[src/rtl/sum_tx_sequencer.sv]
// sum_tx_sequencer: streams "A+B=SS" (plus CR LF when SUMTX_CRLF_EN is defined) to uart_tx.
// Operands and sum are snapshotted on request; each byte waits for the uart busy handshake.
module sum_tx_sequencer #(
  parameter int BUSY_WAIT = 16
) (
  input  logic       clk,
  input  logic       reset_n,
  input  logic       send_n,
  input  logic [3:0] op_a,
  input  logic [3:0] op_b,
  input  logic [4:0] sum,
  input  logic       uartbusy,
  output logic       uart_tx_en,
  output logic [7:0] uart_tx_data,
  output logic       seq_busy,
  output logic [2:0] byte_idx,
  output logic       tx_err
);
`ifdef SUMTX_CRLF_EN
  localparam int FRAME_LEN = 8;
`else
  localparam int FRAME_LEN = 6;
`endif
  localparam logic [2:0] LAST = 3'(FRAME_LEN - 1);
  localparam int CW = $clog2(BUSY_WAIT + 1);
  typedef enum logic [2:0] {IDLE, LOAD, ARM, STROBE, WAIT_HI, WAIT_LO, NEXT, DONE} state_t;
  state_t state;
  logic [2:0] sync;
  logic [3:0] a_q, b_q;
  logic [4:0] s_q;
  logic [CW-1:0] cnt;
  logic [1:0] tens;
  logic [3:0] ones;
  logic [2:0] sel;
  logic [7:0] frame_byte;
  logic req;
  function automatic logic [7:0] hex(input logic [3:0] x);
    return x <= 4'd9 ? 8'h30 + {4'h0, x} : 8'h37 + {4'h0, x};
  endfunction
  assign req  = sync[2] & ~sync[1];
  assign tens = s_q >= 5'd30 ? 2'd3 : s_q >= 5'd20 ? 2'd2 : s_q >= 5'd10 ? 2'd1 : 2'd0;
  assign ones = 4'(s_q - 5'd10 * {3'b0, tens});
  // LOAD presents byte 0; NEXT presents the byte after the current one
  assign sel  = state == NEXT ? byte_idx + 3'd1 : 3'd0;
  always_comb begin
    frame_byte = 8'h0A;
    case (sel)
      3'd0: frame_byte = hex(a_q);
      3'd1: frame_byte = 8'h2B;
      3'd2: frame_byte = hex(b_q);
      3'd3: frame_byte = 8'h3D;
      3'd4: frame_byte = 8'h30 + {6'h0, tens};
      3'd5: frame_byte = 8'h30 + {4'h0, ones};
      3'd6: frame_byte = 8'h0D;
      default: frame_byte = 8'h0A;
    endcase
  end
  always_ff @(posedge clk or negedge reset_n) begin
    if (!reset_n) begin
      state        <= IDLE;
      sync         <= 3'b111;
      a_q          <= '0;
      b_q          <= '0;
      s_q          <= '0;
      cnt          <= '0;
      uart_tx_en   <= 1'b0;
      uart_tx_data <= '0;
      seq_busy     <= 1'b0;
      byte_idx     <= '0;
      tx_err       <= 1'b0;
    end else begin
      sync       <= {sync[1:0], send_n};
      uart_tx_en <= 1'b0;
      case (state)
        IDLE: if (req) begin
          a_q      <= op_a;
          b_q      <= op_b;
          s_q      <= sum;
          byte_idx <= '0;
          tx_err   <= 1'b0;
          seq_busy <= 1'b1;
          state    <= LOAD;
        end
        LOAD: begin
          uart_tx_data <= frame_byte;
          state        <= ARM;
        end
        ARM: if (!uartbusy) begin
          uart_tx_en <= 1'b1;
          state      <= STROBE;
        end
        STROBE: begin
          cnt   <= '0;
          state <= WAIT_HI;
        end
        WAIT_HI: if (uartbusy) state <= WAIT_LO;
        else if (cnt == CW'(BUSY_WAIT - 1)) begin
          tx_err <= 1'b1;
          state  <= NEXT;
        end else cnt <= cnt + 1'b1;
        WAIT_LO: if (!uartbusy) state <= NEXT;
        NEXT: if (byte_idx == LAST) state <= DONE;
        else begin
          byte_idx     <= byte_idx + 3'd1;
          uart_tx_data <= frame_byte;
          state        <= ARM;
        end
        DONE: begin
          seq_busy <= 1'b0;
          state    <= IDLE;
        end
        default: state <= IDLE;
      endcase
    end
  end
endmodule
[config.mk]
export PLATFORM = sky130hd
export DESIGN_NAME = sum_tx_sequencer
export DESIGN_NICKNAME = d
export VERILOG_FILES = /design/src/rtl/sum_tx_sequencer.sv
export SDC_FILE = /design/constraint.sdc
export NUM_CORES = 1
export LEC_CHECK = 0
export CAP_MARGIN = 20
export CORE_ASPECT_RATIO = 0.9
export CORE_MARGIN = 2
export CORE_UTILIZATION = 40
export CTS_BUF_LIST = sky130_fd_sc_hd__clkbuf_2 sky130_fd_sc_hd__clkbuf_4 sky130_fd_sc_hd__clkbuf_8
export CTS_CLUSTER_DIAMETER = 50
export DETAILED_ROUTE_END_ITERATION = 8
export PLACE_DENSITY = 0.58
export SETUP_SLACK_MARGIN = 0.3
export SLEW_MARGIN = 0
export SYNTH_ARGS = -nofsm -noshare
export SYNTH_HDL_FRONTEND = slang
export SYNTH_SLANG_ARGS = --single-unit
[constraint.sdc]
create_clock -name clk -period 5.4 [get_ports clk]
set_clock_uncertainty 0.2 [all_clocks]
set_input_delay 0.81 -clock clk [delete_from_list [all_inputs] [get_ports clk]]
set_output_delay 0.81 -clock clk [all_outputs]
set_load 0.05 [all_outputs]
# Yosys cells after proc, flatten, opt, wreduce, memory -nomap -nowiden
# Index checks and enable logic that the tools add are counted.
# totals
reg_bits	38
input_bits	17
output_inout_bits	14
wordCells	95
# op_classes
add_sub_neg	9
mul	1
order_cmp	5
eq_ne	23
muxes	30
bitwise_logic	2
reduce_logical	14
# op_table
cell	count
$pmux 7 s7	1
$add 6x4->7 const A	5
$mux 3	9
$eq 3x3->1 const B	8
$pmux 3 s8	1
$pmux 8 s2	1
$mux 7	2
$ne 2x2->1 const B	7
$eq 3x2->1 const B	4
$ge 5x5->1 const B	2
$mux 5	2
$pmux 5 s2	1
$reduce_bool 2->1	5
$le 4x4->1 const B	2
$mux 8	1
$reduce_and 4->1	2
$add 6x2->7 const A	1
$mux 1	7
$eq 3x1->1 const B	2
$logic_not 3->1	2
$pmux 3 s2	1
$reduce_and 2->1	3
$reduce_and 3->1	2
$add 5x1->5 const B	1
10 further kinds	12

# Logic depth before layout (Yosys ltp)
# logic_depth
ltp_word	10
depth_mapped	9
mapped_depth_nobuf	9

# Worst setup path after synthesis
# OpenSTA, ideal clock, no wires.
# synth_timing
path_type	reg2reg
startpoint	register s_q[2]
endpoint	register uart_tx_data[2]
setup_ns	0.074
arrival_ns	2.353
required_time_ns	5.126
path_slack_ns	2.774
stages_incl_launch_ff	9
n_path_buf	0
period_less_slack_ns	2.626
cell_sequence	dfrtp_1 > maj3_1 > a22o_1 > ha_1 > fa_1 > or4b_1 > a32oi_1 > a21oi_1 > o21ai_2
# synth_via
elab_chain_cells	10
word_cells_on_any_way	13
classes_between	add/sub (3); mul (1); order compare (3); mux (6)
# synth_lines
item	line	rtl
start: declaration	30	logic [4:0] s_q;
start signal: assignment	78	s_q <= sum;
$ge 5x4->1	41	assign tens = s_q >= 5'd30 ? 2'd3 : s_q >= 5'd20 ? 2'd2 : s_q >= 5'd10 ? 2'd1 : 2'd0;
$mux 1	41	
$mux 2 (2 in a row)	41	
$mul 3x2->3	42	assign ones = 4'(s_q - 5'd10 * {3'b0, tens});
$sub 4x4->4	42	
$add 6x4->7	53	3'd5: frame_byte = 8'h30 + {4'h0, ones};
$pmux 7 s7 *	47	case (sel)
$mux 8	102	NEXT: if (byte_idx == LAST) state <= DONE;
$pmux 8 s2 *	74	case (state)
end signal: assignment	85	uart_tx_data <= frame_byte;
end signal: assignment	105	uart_tx_data <= frame_byte;
end: declaration	14	output logic [7:0] uart_tx_data,
# Every way passes the cells marked *; elsewhere a longest branch is shown, timed or not. The select of a mux whose other input is x is not followed.
# A chain may end at the register's enable or synchronous reset.

# Final worst setup path
# layout_timing
startpoint	register byte_idx[0]
endpoint	output byte_idx[0]
# layout_rtl
item	line	rtl
start: declaration	16	output logic [2:0] byte_idx,
start signal: assignment	104	byte_idx <= byte_idx + 3'd1;
# No word-level cell between the ends.

==> metrics <==
status=complete, no violations; Min-Delay Path Class=register to register; DP Wirelength=3198 um; area growth from synthesis to layout=18.21%; fmax=336.0 MHz; grt met2 use=23.21%; TritonRoute pass-1 iters=4; drt initial violations=about 140; worst ir drop on vdd=0.3728 mV; chip width=82.28 um; FF-to-FF End=uart_tx_data[3]$_DFFE_PN0P_; GRT overflow=0; Sinks on Clock Net=37; fin crit period=2.976 ns; Final setup viols=0; top cell type's share of synthesized area=38.57%; worst path arrival time=1.97 ns; Finished Core Util=49.33%; clock slew at reported path FFs=0.07 ns; Most Crowded Layer GR=met1; post-synthesis cell area=about 2200 sq um; Post-Route WL=roughly 4500 um; Ant. Diodes=0; residual DRC count=0; RSZ-0062 raised after global routing=false; share of cells above drive strength 1=between 10% and 20%; Crit path max-delay family=buffers and inverters; Vias=around 1700; Power Dens Cells=between 600 and 700 nW/um^2; Req. time, crit path=4.39 ns; DR vias/cell=5.308; critical path class=register to output pin; Die Ht=74.45 um; first-pass GRT wire length=about 7600 um; post_cts resized=0; final hold vios=0; TNS Setup=0 ns; measured slew at the worst slew-check pin=about 0.83 ns; initial core utilization=41.73%; met3 Usage GRT=3.641%; Core ar.=5286 sq um; Post-synth ARST share=100.0%; H-tree levels=2; gp weighted congestion=0.8150; critical path fanouts, max=21; row count=25; Ports=31; gr usage total=16.34%; setup ws final=about 2.4 ns; Setup crit start kind=register; Netlist cell types=between 50 and 60; clk_lat worst skew=0.29 ns; sequential-to-total area share from yosys stat=42.14%; number of enable flip-flop cells after synthesis=0; hold path start=sync[0]$_DFF_PN1_; WP buf/inv=1; initial antenna violation count=0; Top FF cell, synth=dfrtp_1; worst-path cell with the longest stage delay=clkdlybuf4s50_1; Max Root-Sink Buffers=2; Clock Tree Root=clkbuf_8; syn_nets=262; Buffers on Ports=29; hold endpoint=sync[1]$_DFF_PN1_; Worst Hold Depth=0; Tot Pwr=1.606 mW; fin crit share=55.12%; crit end category=output pin; remaining antenna violation count=0; max incr delay on CP=0.93 ns; die area=6125 sq um; synth top area cells=dfrtp_1 (39%), ha_1 (5.1%), nand2_1 (4.3%); total CTS buffers=5; CP Cell Sequence=clkdlybuf4s50_1; Max-cap violations=0; CTS tree=done; Place WS=between 2 and 3 ns; pin count of the biggest net entering global routing=38; Worst R2R Path Depth=5; Final #Nets=284; reg2reg setup slack=~2.5 ns; routed length per instance=13.74 um; Gate Count Post-Synth=between 200 and 250; Synth area leader=dfrtp_1; syn_area_per_cell=~9.4 sq um; #FFs+latches synth=37; # hold bufs at CTS=0; M1 GR Usage=between 20% and 30%; number of global-route vias before repair=1569; warnings from Yosys=0; Post-CTS Setup Bufs=0; RR Startpoint=byte_idx[0]$_DFFE_PN0P_; Slew headroom=44.17%; Final Max Tran Viols=0; Pleak=1.117 nW
## area by class of cell
class	instances	area (sq um)
inverter	16	60.06
fill	522	2679
sequential	37	929.6
clock inverter	1	30.03
tap	67	83.83
clock buffer	7	90.09
multi-input combinational	167	1121
timing repair buffer	30	292.8
## power by group
| part | total (mW) | internal (mW) | switching, mW | leakage (nW) |
|---|---|---|---|---|
| clock | 0.253 | 0.156 | 0.0974 | 0.0619 |
| sequential | 0.513 | 0.383 | 0.129 | 0.456 |
| combinational | 0.840 | 0.349 | 0.492 | 0.599 |
| total | 1.61 | 0.888 | 0.718 | 1.12 |
## cell usage after synthesis (3+ instances only)
master and count:
a21oi_1 13, a22o_1 3, and3_1 3, buf_2 4, buf_4 3, buf_6 3
clkbuf_1 4, dfrtp_1 34, dfstp_2 3, ha_1 9, inv_1 16, mux2_2 6
nand2_1 25, nand2b_1 4, nand3_1 10, nor2_1 13, nor3_1 4, o211ai_1 3
o21ai_0 18, o22ai_1 4, or2_2 3, or3_1 3, xnor2_1 4
## layer usage
metal | share of wire (%) | wire, um
met3 | 4.5 | 200
met5 | 0 | 0
met4 | 0.72 | 32
met1 | 53 | 2350
met2 | 42 | 1884
## kinds of logic (layout without fill, tap and decap cells)
family	after synthesis	in the layout	share of synthesized area, %
AND/OR/NAND/NOR	76	76	18.04
AO/OA/AOI/OAI	66	66	20.19
flip-flops	37	37	42.14
buffers and inverters	31	54	7.033
adder cells (fa/ha/maj)	12	12	6.920
multiplexers	7	7	3.517
XOR/XNOR	5	5	1.985
other	1	1	0.1700
## worst max-delay path by stage
| stage | slack, ns | cells past startpoint | to | startpoint |
|---|---|---|---|---|
| 6_report | 2.42 | 1 | byte_idx[0] | byte_idx[0]$_DFFE_PN0P_ |
| 5_1_grt | 2.32 | 5 | uart_tx_data[3]$_DFFE_PN0P_ | byte_idx[0]$_DFFE_PN0P_ |
| 4_1_cts | 2.41 | 1 | byte_idx[0] | byte_idx[0]$_DFFE_PN0P_ |
| 3_5_place_dp | 2.53 | 5 | uart_tx_data[3]$_DFFE_PN0P_ | byte_idx[0]$_DFFE_PN0P_ |
| 3_3_place_gp | 2.59 | 9 | uart_tx_data[2]$_DFFE_PN0P_ | s_q[4]$_DFFE_PN0P_ |
| 2_1_floorplan | 2.77 | 8 | uart_tx_data[2]$_DFFE_PN0P_ | s_q[2]$_DFFE_PN0P_ |
## state kept, by name, indices dropped and copies added (netlist names)
register and count:
cnt 5, b_q 4, byte_idx 3, uart_tx_en 1
a_q 4, s_q 5, state 3, uart_tx_data 7
sync 3, seq_busy 1, tx_err 1
## layout by cell type (no fill, tap or decap), drive strengths merged, types with 2 or more instances in the layout
cell type / synthesis / routed
a21boi: 2 / 2
o311ai: 2 / 2
ha: 9 / 9
buf: 11 / 2
o211ai: 3 / 3
nor2: 13 / 13
a21o: 2 / 2
or2: 3 / 3
a21oi: 13 / 13
a22o: 3 / 3
and3: 3 / 3
or4b: 2 / 2
nand3: 10 / 10
mux2: 6 / 6
o21a: 3 / 3
dfstp: 3 / 3
clkbuf: 4 / 7
inv: 16 / 16
nor3: 4 / 4
o21bai: 2 / 2
nand2b: 4 / 4
nand4: 2 / 2
o21ai: 20 / 20
nand2: 25 / 25
dfrtp: 34 / 34
clkdlybuf4s50: 0 / 28
nand3b: 2 / 2
maj3: 2 / 2
a31oi: 2 / 2
or3: 4 / 4
xnor2: 4 / 4
o22ai: 4 / 4
## stage by stage
stage / hold slack, ns / instance area (sq um) / cells
final: 0.1567 / 2608 / 325
after global routing: 0.1609 / 2608 / 325
after CTS: 0.1577 / 2608 / 325
after detailed placement: 0.1468 / 2487 / 317
after global placement: 0.1460 / 2487 / 317
after floorplan: 0.1452 / 2206 / 235
Power figures use the tool's default switching activity.
